[config.mk]
export PLATFORM = sky130hd
export DESIGN_NAME = bus_arbiter
export DESIGN_NICKNAME = d
export VERILOG_FILES = /design/src/rtl/bus_arbiter.sv
export SDC_FILE = /design/constraint.sdc
export NUM_CORES = 1
export LEC_CHECK = 0
export BUFFER_PORTS_ARGS = -buffer_cell sky130_fd_sc_hd__buf_2
export CAP_MARGIN = 30
export CORE_UTILIZATION = 47
export DETAILED_ROUTE_END_ITERATION = 10
export PLACE_DENSITY = 0.85
export SYNTH_ARGS = -nofsm -noshare
export SYNTH_HDL_FRONTEND = slang
export SYNTH_SLANG_ARGS = --single-unit
[constraint.sdc]
create_clock -name clk -period 2.8 [get_ports clk]
set_clock_uncertainty 0.05 [all_clocks]
set_input_delay 0.14 -clock clk [delete_from_list [all_inputs] [get_ports clk]]
set_output_delay 0.14 -clock clk [all_outputs]
set_load 0.01 [all_outputs]
[src/rtl/bus_arbiter.sv]
// Round-robin bus arbiter with bounded hold time.
// Drives one-hot grant, owner select and the shared data mux output.
module bus_arbiter #(
   parameter int N        = 4,
   parameter int DATA_W   = 8,
   parameter int MAX_HOLD = 4
) (
   input  logic                  clk,
   input  logic                  rst,
   input  logic [N-1:0]          req,
   input  logic [N*DATA_W-1:0]   data_in,
   output logic [N-1:0]          gnt,
   output logic [$clog2(N)-1:0]  sel,
   output logic                  valid,
   output logic [DATA_W-1:0]     bus_out
);

   localparam int SEL_W = $clog2(N);
   localparam int CNT_W = $clog2(MAX_HOLD + 1);
   localparam logic [CNT_W-1:0] HOLD_MAX = CNT_W'(MAX_HOLD);
   localparam logic [SEL_W-1:0] LAST_RST = SEL_W'(N - 1);

   typedef enum logic {
      IDLE,
      GRANT
   } state_t;

   state_t           state_q, state_d;
   logic [N-1:0]     gnt_q, gnt_d;
   logic [SEL_W-1:0] sel_q, sel_d;
   logic [SEL_W-1:0] last_q, last_d;
   logic [CNT_W-1:0] hold_q, hold_d;

   logic [SEL_W-1:0] win;
   logic             found;
   logic             owner_req;
   logic             others;
   logic             take;

   // Scan from last+1 with wrap; the current owner is reached last.
   always_comb begin
      win   = last_q;
      found = 1'b0;
      for (int k = 1; k <= N; k++) begin
         if (!found && req[(int'(last_q) + k) % N]) begin
            found = 1'b1;
            win   = SEL_W'((int'(last_q) + k) % N);
         end
      end
   end

   always_comb begin
      state_d   = state_q;
      gnt_d     = gnt_q;
      sel_d     = sel_q;
      last_d    = last_q;
      hold_d    = hold_q;
      take      = 1'b0;
      owner_req = |(req & gnt_q);
      others    = |(req & ~gnt_q);
      unique case (state_q)
         IDLE: begin
            take = found;
         end
         GRANT: begin
            if (!owner_req) begin
               if (others) begin
                  take = 1'b1;
               end else begin
                  state_d = IDLE;
                  gnt_d   = '0;
               end
            end else if (hold_q == HOLD_MAX && others) begin
               take = 1'b1;
            end else if (hold_q != HOLD_MAX) begin
               hold_d = hold_q + 1'b1;
            end
         end
         default: begin
            state_d = IDLE;
            gnt_d   = '0;
         end
      endcase
      if (take) begin
         state_d    = GRANT;
         gnt_d      = '0;
         gnt_d[win] = 1'b1;
         sel_d      = win;
         last_d     = win;
         hold_d     = CNT_W'(1);
      end
   end

   always_ff @(posedge clk) begin
      if (rst) begin
         state_q <= IDLE;
         gnt_q   <= '0;
         sel_q   <= '0;
         last_q  <= LAST_RST;
         hold_q  <= '0;
      end else begin
         state_q <= state_d;
         gnt_q   <= gnt_d;
         sel_q   <= sel_d;
         last_q  <= last_d;
         hold_q  <= hold_d;
      end
   end

   assign gnt     = gnt_q;
   assign sel     = sel_q;
   assign valid   = |gnt_q;
   assign bus_out = valid ? data_in[int'(sel_q)*DATA_W +: DATA_W] : '0;

endmodule

After elaboration in Yosys (flattened, before gate mapping):

Index checks and enable logic that the tools add are counted.

* input bits: 38
* output and inout port bits: 15
* word-level logic and storage cells: 93
* register bits after elaboration: 12

* reduce and logical (&&, ||, !) cells: 22
* $lt $le $gt $ge: 6
* shifts and indexed selects: 1
* add/sub/neg operators: 5
* muxes and demuxes: 39
* eq/ne operators: 5
* bitwise operators: 9

Operators with widths (number)
* 32-bit by 6-bit indexed part select with 8-bit output: 1
* 1-bit 2-to-1 mux: 24
* 3-bit by 4-bit < comparator with 1-bit output, second input constant: 4
* 4-bit 2-to-1 mux: 4
* 4-bit OR reduction: 3
* 2-bit OR reduction: 5
* 4-bit AND: 2
* 1-bit binary-select mux with 2-bit select: 4
* 2-bit 2-to-1 mux: 4
* 8-bit 2-to-1 mux: 1
* 4-bit AND reduction: 2
* 2-bit nonzero test: 3
* 1-bit logical AND: 5
* 2-bit by 1-bit adder with 2-bit output, second input constant: 2
* 2-bit adder, second input constant: 2
* 1-bit AND, first input constant: 4
* 2-bit by 1-bit inequality test with 1-bit output, second input constant: 2
* 4-bit inverter: 1
* 3-bit by 1-bit adder with 3-bit output, second input constant: 1
* 3-bit equality test, second input constant: 1
* 1-bit zero test: 3
* 2-bit by 3-bit < comparator with 1-bit output, second input constant: 1
* 3-bit inequality test, second input constant: 1
* 3-bit AND reduction: 1
* other kinds (5): 6

Logic depth before layout (Yosys ltp):

* depth after elaboration: 21
* mapped depth: 6
* mapped depth without buffers: 6

Worst setup path after synthesis:

OpenSTA, ideal clock, no wires.

* path kind: reg-to-reg
* from: register hold_q[0]
* to: register last_q[1]
* period minus slack after synthesis: 1561 ps
* data required time: 2630 ps
* setup slack: 1239 ps
* data arrival time: 1391 ps
* path buffers: 0
* library setup time: 120 ps
* stages on the path, launching flop included: 7
* path through: dfxtp_1 inv_1 ha_1 a22o_2 a31oi_4 nor2_1 a211o_1

* word-level cells in the longest chain between the ends: 5

Ends and longest elaborated chain
* start, declared: line 32 `logic [CNT_W-1:0] hold_q, hold_d;`
* start signal, assigned: line 106 `hold_q <= hold_d;`
* 3-bit equality test: line 73 `end else if (hold_q == HOLD_MAX && others) begin`
* 1-bit logical AND: line 73
* 1-bit 2-to-1 mux: line 73
* 1-bit 2-to-1 mux: line 66 `if (!owner_req) begin`
* 1-bit one-hot mux with 2 select lines: line 61 `unique case (state_q)`
* end signal, assigned: line 105 `last_q <= last_d;`
* end, declared: line 31 `logic [SEL_W-1:0] last_q, last_d;`

No other way between the ends.
A chain may end at the register's enable or synchronous reset.

Worst setup path after layout:

* from: register sel_q[0] (netlist: sel[0])
* to: output port bus_out[4]

* word-level cells in the longest chain between the ends: 2

Ends and longest elaborated chain
* start, declared: line 30 `logic [SEL_W-1:0] sel_q, sel_d;`
* start signal, assigned: line 104 `sel_q <= sel_d;`
* 32-bit by 6-bit indexed part select with 8-bit output: line 113 `assign bus_out = valid ? data_in[int'(sel_q)*DATA_W +: DATA_W] : '0;`
* 8-bit 2-to-1 mux: line 113
* end, declared: line 15 `output logic [DATA_W-1:0] bus_out`

No other way between the ends.

==> results.md <==
- Vias in the first global route: 836
- Chip Width: 46.54 um
- Dominant cells by area after synthesis: dfxtp_1, mux4_2, nor2b_1, nand2b_1, o32ai_1
- Worst Hold Class: input pin to flip-flop
- CTS Root Cell: clkbuf_4
- Num CTS Buffers: 3
- Setup TNS: 0 ns
- FF/Latch Area: roughly 240 um2
- Hold_sp: rst
- Worst-margin pin slew: 0.7496 ns
- NumNets Final: 185
- DRC: 0
- Largest family of logic cells by synthesized area: compound AO/OA/AOI/OAI gates
- CTS tree: yes
- Largest net degree at the start of global routing: 15
- Cell Pwr Density: roughly 470 mW/mm2
- Top-area cell type share of the netlist area: 25.77%
- Synth area leader: dfxtp_1
- Standard-cell rows: 15
- Adder-Cell Fraction of Synth Area: 2.685%
- Synth Area in Compound Gates: a little under a quarter
- Non-Filler Instances: 168
- First-pass GRT wire length: about 3400 um
- Dpl cells: about 170
- Max-capacitance violation count: 0
- CTS Buffer Depth: 2
- Gp weighted congestion: 0.8258
- GRT Resource Usage Total: 22.02%
- Setup-failing EPs final: 0
- Final period util: slightly above 70%
- Initial Utilization: 52.28%
- Worst IR Drop VDD: roughly 0.35 mV
- Via count: 926
- Crit. Startpoint: sel[0]$_SDFFE_PP0P_
- Cell area after placement: 0.001206 mm2
- Port Buffer Count: 52
- Max Slew Vio Count: 0
- RSZ-0062 raised after global routing: false
- Busiest layer in global routing: met2
- Slew margin rel.: 49.61%
- FILL cells: ~150
- Hold buffer count at CTS: 0
- Die area: 0.002166 mm2
- I/O Pins: 53
- Met1 usage: 23.33%
- Mux cell area share after synthesis: 20.40%
- Critical path class: flip-flop to output port
- FFs w/ async S/R, synth: 0%
- CP Capture Type: output port
- DP HPWL: 1961 um
- Initial DRC count: 29
- Yosys reg bits: 12
- Htree depth: 1
- Synth Area in XOR/XNOR: 1.879%
- Clock sink count: 12
- Footprint of the multi-input gates: approximately 640 um2
- Slowest stage cell, crit path: dfxtp_1
- Fraction of layout cells with a size suffix above 1: 51.05%
- Startpoint Class: flip-flop
- Initial antenna violation count: 0
- Worst reg2reg startpoint: hold_q[0]$_SDFFE_PP0P_
- Syn avg cell area: 10.13 um2
- Core box area: 0.001783 mm2
- Leakage power: 0.5447 nW
- Number of synthesized flops with an enable pin: 0
- Post-CTS Resized: 0
- Total power: 575.5 uW
- Syn-to-layout area delta: 31.81%
- CP peak stage delay: 0.67 ns
- Top_reg_cell synth: dfxtp_1
- Cell area after layout: 0.001229 mm2
- Crit-path cells: mux4_2 > nor2b_1 > buf_2
- Setup bufs post-CTS: 0
- Vias/cell: 5.512
- Syn Nets: roughly 130
- Cells after Synth: 92
- GR Util met3: 4.706%
- Worst Path Arrival: 1.82 ns
- Worst path required time: between 2 and 3 ns
- Yosys warnings: 0
- Status: finished clean
- Final WL: 2336 um
- Routed len/inst: 13.90 um
- Minimum clock period: 2.011 ns
- Fmax achieved: slightly below 0.5 GHz
- Grt total ovfl: 0
- Yosys cell types: 36
- Antenna-violating nets left: 0
- Post-synthesis sequential area ratio: between 20 and 30%
- Max FO, Critical Path: 10
- Detailed Routing Iterations Pass 1: 4
- Later-pin clock latency in the skew report: 0.27 ns
- # diodes: 0
- GRT met2 Usage: 42.78%
- Post-Syn Area: 932.1 um2
- Reg clk slew, reported paths: approximately 0.070 ns
- Die height: 46.54 um
- Final Hold Vio Count: 0
- Post-Synth Simple-Gate Area: about a fifth
-- worst paths after layout --
| check | to | slack [ns] | cells past startpoint |
|---|---|---|---|
| worst max-delay path | bus_out[4] | 0.79 | 3 |
| worst min-delay path | state_q$_SDFF_PP0_ | 0.15 | 2 |
| worst max register to register | last_q[1]$_SDFFE_PP1P_ | 1.12 | 6 |
| worst min register to register | gnt[3]$_SDFFE_PP0P_ | 0.51 | 2 |
-- through the flow --
step / hold slack [ns] / util (%) / worst slack, ns
6_report: 0.1545 / 68.91 / 0.7891
5_1_grt: 0.1628 / 68.91 / 0.6545
4_1_cts: 0.1546 / 68.91 / 0.7750
3_5_place_dp: 0.4350 / 67.65 / 1.062
3_3_place_gp: 0.4127 / 67.65 / 1.107
2_1_floorplan: 0.2069 / - / 1.239
-- critical path, delay by kind of cell, from the launching register on --
family | cells | cell delay (ns)
DFF | 1 | 0.67
buffers and inverters | 1 | 0.17
muxes | 1 | 0.57
and+or+nand+nor | 1 | 0.14
-- power breakdown --
part	total, mW	switching, mW	internal [mW]
sequential	0.224	0.0362	0.188
clock	0.101	0.0517	0.0497
combinational	0.250	0.115	0.135
total	0.575	0.203	0.373
-- synth_stat cells (all sizes together), types with 2 or more instances --
master,count
a22oi,3
nand2b,6
a21oi,4
dfxtp,12
ha,2
nor2b,8
clkbuf,2
a31oi,2
o32ai,4
nor4,2
nand3b,2
nor2,7
buf,2
o21ai,2
inv,8
nor3,3
mux4,8
-- cells by family after synthesis --
group | count (synthesis)
flip-flops | 12
buffers and inverters | 12
AND/OR/NAND/NOR | 31
AO/OA/AOI/OAI | 24
XOR/XNOR | 2
adder cells (fa/ha/maj) | 2
multiplexers | 9
-- flip-flops by register name, indices dropped and copies added (netlist names) --
name,flops
last_q,2
hold_q,3
sel,2
state_q,1
gnt,4
-- per-layer routing --
metal | wire length [um] | vias to the layer above
met4 | 0 | 0
met3 | 103 | 0
met2 | 1359 | 23
met1 | 873 | 446
met5 | 0 | -
li1 | - | 457
-- cell type report --
type	instances	share of cell area (%)
Sequential cell	12	19.55
Timing Repair Buffer	52	21.18
Clock buffer	3	1.833
Multi-Input combinational cell	68	52.44
Inverter	8	2.444
Tap cell	25	2.546
-- placed cells by master, fill, tap and decap left out --
master	count
nor2_2	1
nand2b_1	6
o32ai_1	4
nand2_1	1
a31o_2	1
ha_1	2
xnor2_1	1
clkbuf_4	3
o211ai_1	1
o21a_1	1
a211o_1	1
a22o_2	1
a21oi_1	4
o2111ai_4	1
xor2_1	1
a22oi_1	1
buf_2	52
a31oi_4	1
or3_4	1
nor2b_1	8
o21ai_1	1
mux4_2	8
a221oi_1	1
nand3b_1	2
nor4_2	2
nand3_1	1
dfxtp_1	12
a31oi_1	1
mux2i_1	1
nor2_1	6
nor3_1	3
o21bai_1	1
a22oi_2	2
inv_1	8
o21ai_0	1
a221o_1	1
(Power assumes the default switching activity.)
